<file path="src/rtl/aco_pkg.sv">
// Shared constants and state encoding for the acoustic front-end frame controller.
package aco_pkg;

    localparam int I_BW         = 8;
    localparam int N_COEF       = 13;
    localparam int O_BW         = I_BW * N_COEF;
    localparam int N_FRAMES     = 50;
    localparam int FRAME_IDX_BW = $clog2(N_FRAMES);
    localparam int CC_BW        = $clog2(N_COEF);

    typedef enum logic [1:0] {
        IDLE  = 2'd0,
        RUN   = 2'd1,
        FLUSH = 2'd2
    } state_e;

endpackage

</file>
<file path="src/rtl/aco_hold_reg.sv">
// One-entry ready/valid holding register; flags an overflow when a frame arrives while full and not draining.
module aco_hold_reg
    import aco_pkg::*;
#(
    parameter int DATA_W = O_BW,
    parameter int IDX_W  = FRAME_IDX_BW
) (
    input  logic              clk_i,
    input  logic              rst_n_i,
    input  logic              flush_i,
    input  logic              load_vld_i,
    input  logic [DATA_W-1:0] load_data_i,
    input  logic [IDX_W-1:0]  load_idx_i,
    input  logic              load_last_i,
    input  logic              ready_i,
    output logic [DATA_W-1:0] data_o,
    output logic [IDX_W-1:0]  idx_o,
    output logic              last_o,
    output logic              valid_o,
    output logic              ovf_o
);

    logic              vld_p1;
    logic [DATA_W-1:0] data_p1;
    logic [IDX_W-1:0]  idx_p1;
    logic              last_p1;
    logic              take;

    // A draining entry frees the slot in the same cycle, so load and drain overlap without a bubble.
    assign take  = load_vld_i & (~vld_p1 | ready_i);
    assign ovf_o = load_vld_i & vld_p1 & ~ready_i;

    // Stage p1: held frame
    always_ff @(posedge clk_i or negedge rst_n_i) begin
        if (!rst_n_i) begin
            vld_p1  <= 1'b0;
            data_p1 <= '0;
            idx_p1  <= '0;
            last_p1 <= 1'b0;
        end else begin
            if (flush_i)
                vld_p1 <= 1'b0;
            else if (take)
                vld_p1 <= 1'b1;
            else if (ready_i)
                vld_p1 <= 1'b0;

            if (take) begin
                data_p1 <= load_data_i;
                idx_p1  <= load_idx_i;
                last_p1 <= load_last_i;
            end
        end
    end

    assign valid_o = vld_p1;
    assign data_o  = data_p1;
    assign idx_o   = idx_p1;
    assign last_o  = last_p1;

endmodule

</file>
<file path="src/rtl/aco_frame_ctrl.sv">
// Packer sequencing, coefficient framing check and window tagging for the CNN input stream.
// Optional ACO_FRAME_STATS_EN adds saturating drop / framing-error counters.
module aco_frame_ctrl
    import aco_pkg::*;
(
    input  logic                    clk_i,
    input  logic                    rst_n_i,
    input  logic                    en_i,
    input  logic                    coef_valid_i,
    input  logic                    coef_last_i,
    input  logic [O_BW-1:0]         pk_data_i,
    input  logic                    pk_valid_i,
    output logic                    pk_en_o,
    output logic [O_BW-1:0]         data_o,
    output logic                    valid_o,
    input  logic                    ready_i,
    output logic                    last_o,
    output logic [FRAME_IDX_BW-1:0] frame_idx_o,
    output logic                    err_o,
`ifdef ACO_FRAME_STATS_EN
    output logic [7:0]              drop_cnt_o,
    output logic [7:0]              ferr_cnt_o,
`endif
    input  logic                    err_clr_i
);

    localparam logic [CC_BW-1:0]        CC_LAST   = CC_BW'(N_COEF - 1);
    localparam logic [FRAME_IDX_BW-1:0] WIDX_LAST = FRAME_IDX_BW'(N_FRAMES - 1);

    state_e                  state_q, state_d;
    logic [CC_BW-1:0]        cc_q, cc_d;
    logic [FRAME_IDX_BW-1:0] widx_q;
    logic                    run_act;
    logic                    ferr;
    logic                    pk_load;
    logic                    ovf;
    logic                    err_q;

    assign run_act = (state_q == RUN) && en_i;
    assign pk_load = run_act && pk_valid_i;

    always_comb begin
        ferr = 1'b0;
        if (run_act)
            ferr = (coef_last_i && (cc_q != CC_LAST)) ||
                   ((cc_q == CC_LAST) && coef_valid_i && !coef_last_i);
    end

    always_comb begin
        state_d = state_q;
        cc_d    = '0;
        pk_en_o = 1'b0;
        case (state_q)
            IDLE: begin
                if (en_i)
                    state_d = RUN;
            end
            RUN: begin
                pk_en_o = 1'b1;
                // A gap leaves cc_d at zero, matching the packer discarding a partial frame.
                if (ferr)
                    state_d = FLUSH;
                else if (coef_valid_i)
                    cc_d = (cc_q == CC_LAST) ? '0 : cc_q + 1'b1;
            end
            FLUSH: begin
                state_d = en_i ? RUN : IDLE;
            end
            default: state_d = IDLE;
        endcase
        if (!en_i) begin
            state_d = IDLE;
            cc_d    = '0;
        end
    end

    always_ff @(posedge clk_i or negedge rst_n_i) begin
        if (!rst_n_i) begin
            state_q <= IDLE;
            cc_q    <= '0;
            widx_q  <= '0;
            err_q   <= 1'b0;
        end else begin
            state_q <= state_d;
            cc_q    <= cc_d;
            // Index advances even on a dropped frame so it stays aligned to time.
            if (!en_i)
                widx_q <= '0;
            else if (pk_load)
                widx_q <= (widx_q == WIDX_LAST) ? '0 : widx_q + 1'b1;
            if (ferr || ovf)
                err_q <= 1'b1;
            else if (err_clr_i)
                err_q <= 1'b0;
        end
    end

    assign err_o = err_q;

    aco_hold_reg #(
        .DATA_W (O_BW),
        .IDX_W  (FRAME_IDX_BW)
    ) u_hold (
        .clk_i       (clk_i),
        .rst_n_i     (rst_n_i),
        .flush_i     (~en_i),
        .load_vld_i  (pk_load),
        .load_data_i (pk_data_i),
        .load_idx_i  (widx_q),
        .load_last_i (widx_q == WIDX_LAST),
        .ready_i     (ready_i),
        .data_o      (data_o),
        .idx_o       (frame_idx_o),
        .last_o      (last_o),
        .valid_o     (valid_o),
        .ovf_o       (ovf)
    );

`ifdef ACO_FRAME_STATS_EN
    function automatic logic [7:0] sat_inc(input logic [7:0] v, input logic inc);
        return (inc && (v != 8'hFF)) ? v + 8'd1 : v;
    endfunction

    logic [7:0] drop_cnt_q, ferr_cnt_q;

    // A clear coinciding with a new event keeps that event counted.
    always_ff @(posedge clk_i or negedge rst_n_i) begin
        if (!rst_n_i) begin
            drop_cnt_q <= '0;
            ferr_cnt_q <= '0;
        end else if (err_clr_i) begin
            drop_cnt_q <= {7'd0, ovf};
            ferr_cnt_q <= {7'd0, ferr};
        end else begin
            drop_cnt_q <= sat_inc(drop_cnt_q, ovf);
            ferr_cnt_q <= sat_inc(ferr_cnt_q, ferr);
        end
    end

    assign drop_cnt_o = drop_cnt_q;
    assign ferr_cnt_o = ferr_cnt_q;
`endif

endmodule

</file>
<file path="config.mk">
export PLATFORM = sky130hd
export DESIGN_NAME = aco_frame_ctrl
export DESIGN_NICKNAME = d
export VERILOG_FILES = /design/src/rtl/aco_pkg.sv /design/src/rtl/aco_hold_reg.sv /design/src/rtl/aco_frame_ctrl.sv
export SDC_FILE = /design/constraint.sdc
export NUM_CORES = 1
export LEC_CHECK = 0
export CAP_MARGIN = 20
export CORE_MARGIN = 1
export CORE_UTILIZATION = 35
export DETAILED_ROUTE_END_ITERATION = 8
export PLACE_DENSITY = 0.8
export SLEW_MARGIN = 10
export SYNTH_ARGS = -nofsm -noshare
export SYNTH_HDL_FRONTEND = slang
export SYNTH_HIERARCHICAL = 1
export SYNTH_SLANG_ARGS = --single-unit
</file>
<file path="constraint.sdc">
create_clock -name clk_i -period 2 [get_ports clk_i]
set_input_delay 0.4 -clock clk_i [delete_from_list [all_inputs] [get_ports clk_i]]
set_output_delay 0.4 -clock clk_i [all_outputs]
set_load 0.005 [all_outputs]
</file>
==> report_table.html <==
<table>
<tr><th>Metric</th><th>Value</th></tr>
<tr><th colspan="2">Clock network</th></tr>
<tr><td>TritonCTS clock tree</td><td>built</td></tr>
<tr><td>Clock latency on the worst-skew pair</td><td>400 ps</td></tr>
<tr><td>CTS clock-pin slew for the worst setup and hold paths</td><td>50 ps</td></tr>
<tr><td>Count of cells resized by post-cts repair</td><td>0</td></tr>
<tr><td>Number of buffers inserted for hold repair after clock tree synthesis</td><td>0</td></tr>
<tr><td>Clock root buffer</td><td>sky130_fd_sc_hd__clkbuf_16</td></tr>
<tr><td>Total number of H-tree levels</td><td>4</td></tr>
<tr><td>CTS Sinks</td><td>125</td></tr>
<tr><td>Clock buffers created by TritonCTS</td><td>17</td></tr>
<tr><td>Deepest clock path buffer count</td><td>2</td></tr>
<tr><th colspan="2">Global route</th></tr>
<tr><td>Global-route track usage on met1</td><td>18.5%</td></tr>
<tr><td>Total track usage</td><td>16.5%</td></tr>
<tr><td>Initial antenna violation count</td><td>0</td></tr>
<tr><td>Total gr overflow</td><td>0</td></tr>
<tr><td>Layer carrying the most global-route usage</td><td>met2</td></tr>
<tr><td>Global-route wire length before repair</td><td>18.4 mm</td></tr>
<tr><td>Met3 usage</td><td>6.32%</td></tr>
<tr><td>Largest net degree at the start of global routing</td><td>126</td></tr>
<tr><td>Global routing usage on met2</td><td>28.3%</td></tr>
<tr><td>Number of global-route vias before repair</td><td>3678</td></tr>
<tr><th colspan="2">Cells and area</th></tr>
<tr><td>Commonest non-fill, non-tap cell in the layout</td><td>sky130_fd_sc_hd__clkdlybuf4s50_1</td></tr>
<tr><td>Net count, final</td><td>669</td></tr>
<tr><td>Filler Cells Inserted</td><td>1071</td></tr>
<tr><td>Footprint of the multi-input gates</td><td>1650 um^2</td></tr>
<tr><td>Final instance area</td><td>8010 um^2</td></tr>
<tr><td>Growth of design area from synthesis to finish</td><td>62.1%</td></tr>
<tr><td>Antenna diode count</td><td>0</td></tr>
<tr><td>Fraction of layout instances using a drive strength above 1</td><td>11.9%</td></tr>
<tr><td>Highest-count cells in the layout ignoring fill and taps</td><td>224 x sky130_fd_sc_hd__clkdlybuf4s50_1, 125 x sky130_fd_sc_hd__dfrtp_1, 90 x sky130_fd_sc_hd__mux2_1</td></tr>
<tr><td>Final core utilization</td><td>57.9%</td></tr>
<tr><td>Footprint of the flip-flops and latches</td><td>3130 um^2</td></tr>
<tr><th colspan="2">Timing</th></tr>
<tr><td>Peak clock frequency supported by timing</td><td>0.513 GHz</td></tr>
<tr><td>Post-route clock period utilization</td><td>97.5%</td></tr>
<tr><td>Clock Skews</td><td>6.81 ps</td></tr>
<tr><td>Shortest clock period the worst path allows after layout</td><td>1950 ps</td></tr>
<tr><td>Actual transition at the worst max-transition pin</td><td>653 ps</td></tr>
<tr><td>Relative slew margins</td><td>56.4%</td></tr>
<tr><td>Number of hold violations in the final report</td><td>0</td></tr>
<tr><td>Final-report setup violation count</td><td>0</td></tr>
<tr><td>Total negative setup slack</td><td>0 ps</td></tr>
<tr><td>Number of max-slew violations in the final report</td><td>0</td></tr>
<tr><td>Post-route worst setup slack</td><td>49.3 ps</td></tr>
<tr><th colspan="2">Status</th></tr>
<tr><td>Run status</td><td>complete, no violations</td></tr>
<tr><th colspan="2">Worst setup path</th></tr>
<tr><td>Startpoint-to-endpoint class of the critical path</td><td>reg2out</td></tr>
<tr><td>Highest fanout seen on the critical path</td><td>3</td></tr>
<tr><td>Endpoint class of the critical path</td><td>primary output</td></tr>
<tr><td>Crit path DAT</td><td>1550 ps</td></tr>
<tr><td>Nature of the critical path startpoint</td><td>flop</td></tr>
<tr><td>Required time at the endpoint of the critical path</td><td>1600 ps</td></tr>
<tr><th colspan="2">Place</th></tr>
<tr><td>Gp weighted congestion</td><td>0.730</td></tr>
<tr><td>Cell area after placement</td><td>7390 um^2</td></tr>
<tr><td>DPL Wire Length</td><td>8.53 mm</td></tr>
<tr><td>Port Buffer Count</td><td>225</td></tr>
<tr><td>Worst-case setup slack after placement</td><td>-19.9 ps</td></tr>
<tr><th colspan="2">Detailed routing</th></tr>
<tr><td>Detailed Routing Iterations Pass 1</td><td>4</td></tr>
<tr><td>Starting DRC count in detailed routing</td><td>122</td></tr>
<tr><td>Routed vias</td><td>3451</td></tr>
<tr><td>Wire length per cell after detailed routing</td><td>15.6 um</td></tr>
<tr><td>Final Routed Wirelength</td><td>11.6 mm</td></tr>
<tr><td>Number of nets with antenna violations after detailed routing</td><td>0</td></tr>
<tr><td>Remaining design rule violation count</td><td>0</td></tr>
<tr><td>Vias per std cell</td><td>4.63</td></tr>
<tr><th colspan="2">Die</th></tr>
<tr><td>Num rows</td><td>43</td></tr>
<tr><td>Total Die Area</td><td>14600 um^2</td></tr>
<tr><td>X dimension of the die</td><td>121 um</td></tr>
<tr><td>Floorplan core area</td><td>13800 um^2</td></tr>
<tr><td>I/O pin cnt</td><td>226</td></tr>
<tr><td>Die Y-Extent</td><td>121 um</td></tr>
<tr><td>Starting utilization of the core area</td><td>35.7%</td></tr>
<tr><th colspan="2">Yosys</th></tr>
<tr><td>Flip-flop and latch count after synthesis</td><td>125</td></tr>
<tr><td>Number of warning messages in the yosys log</td><td>6</td></tr>
<tr><td>Gate count of the mapped netlist</td><td>312</td></tr>
<tr><td>Sequential fraction of the synthesis area</td><td>63.3%</td></tr>
<tr><td>Distinct cell type count of the synthesized netlist</td><td>34</td></tr>
<tr><td>Synthesized area</td><td>4940 um^2</td></tr>
<tr><td>Leading area contributor after synthesis</td><td>sky130_fd_sc_hd__dfrtp_1</td></tr>
<tr><td>Post-synthesis average cell area</td><td>15.8 um^2</td></tr>
<tr><td>Proportion of netlist area held by the largest area contributor</td><td>63.3%</td></tr>
<tr><td>Synth Net Count</td><td>428</td></tr>
<tr><td>Ranking of synthesized cells by area</td><td>sky130_fd_sc_hd__dfrtp_1 63%, sky130_fd_sc_hd__mux2_1 21%, sky130_fd_sc_hd__mux2_2 5.0%</td></tr>
<tr><th colspan="2">Worst hold path</th></tr>
<tr><td>Min-delay worst type</td><td>in2async</td></tr>
<tr><th colspan="2">Job</th></tr>
<tr><td>Number of max-cap violations</td><td>0</td></tr>
<tr><th colspan="2">Power</th></tr>
<tr><td>Reported leakage power</td><td>0.00343 uW</td></tr>
<tr><td>Peak supply drop</td><td>0.529 mV</td></tr>
<tr><td>Pwr per Cell Area</td><td>1040 nW/um^2</td></tr>
</table>
==> timing repair <==
action	CTS	global route
setup buffers	0	1
setup endpoints to repair	0	1
hold endpoints to repair	0	0
==> critical path, cell delays in order, from the launching register on <==
cell,delay [ps]
sky130_fd_sc_hd__dfrtp_1,390
sky130_fd_sc_hd__and2b_1,240
sky130_fd_sc_hd__clkdlybuf4s50_1,510
==> area by class of cell <==
| class | count | share of cell area (%) |
|---|---|---|
| sequential | 125 | 39.1 |
| timing repair buffer | 234 | 29.6 |
| multi-input combinational | 166 | 20.6 |
| clock buffer | 26 | 6.61 |
| tap | 180 | 2.81 |
| clock inverter | 5 | 0.969 |
| inverter | 9 | 0.422 |
==> path summary, 6_finish.rpt <==
path                                   startpoint           endpoint  slack, ps  depth (start not counted)
worst max-delay path                   state_q[1]            pk_en_o         50                          2
worst min-delay path                      rst_n_i  u_hold/data_o[43]        110                          2
worst max register to register            cc_q[0]              err_o        310                          6
worst min register to register  u_hold/data_o[73]  u_hold/data_o[73]        490                          1
max in group asynchronous                 rst_n_i  u_hold/data_o[24]       1420                          2
min in group clk_i              u_hold/data_o[73]  u_hold/data_o[73]        490                          1
==> state kept, by name, indices dropped and copies added (netlist names) <==
signal / cells
u_hold/data_o: 104
u_hold/idx_o: 6
widx_q: 6
cc_q: 4
state_q: 2
err_o: 1
u_hold/last_o: 1
u_hold/valid_o: 1
==> power by group <==
part | internal, uW | total, uW | switching, uW
registers | 3050 | 3330 | 273
clock network | 2060 | 3080 | 1030
logic | 1360 | 1910 | 549
total | 6470 | 8310 | 1850
==> per-layer routing <==
metal	routed length, um	share of wire, %	up-vias
li1	-	-	1578
met5	0	0	-
met4	136	1.2	0
met2	5960	51	147
met1	4690	40	1712
met3	831	7.2	14
==> cell usage after synthesis (all sizes together) <==
cell    instances
a21oi           7
mux2i           2
mux2          112
a211o           1
dfrtp         125
and2b           2
or4             1
ha              4
nor2b           2
and2            1
buf            12
inv             9
o31ai           3
and3            2
o21bai          2
nand3           4
or2             1
nor3            2
and4            1
nand4b          2
nand2b          2
o21ai           6
nand2           4
nor2            5
==> logic make-up after synthesis <==
kind of cell	Yosys count	share of synthesized area [%]
muxes	114	25.9
buffers and inverters	21	3.34
adders and majority gates	4	1.01
AOI/OAI and AO/OA	19	2.71
DFF	125	63.3
and+or+nand+nor	29	3.67
==> through the flow <==
| stage | hold slack [ps] | total power [uW] | instances |
|---|---|---|---|
| global route | 161 | 8730 | 745 |
| floorplan | 104 | 3820 | 312 |
| detailed placement | 481 | 5310 | 713 |
| CTS | 125 | 8450 | 744 |
| global placement | 472 | 5210 | 713 |
| finish | 108 | 8310 | 745 |
Power figures use the tool's default switching activity.
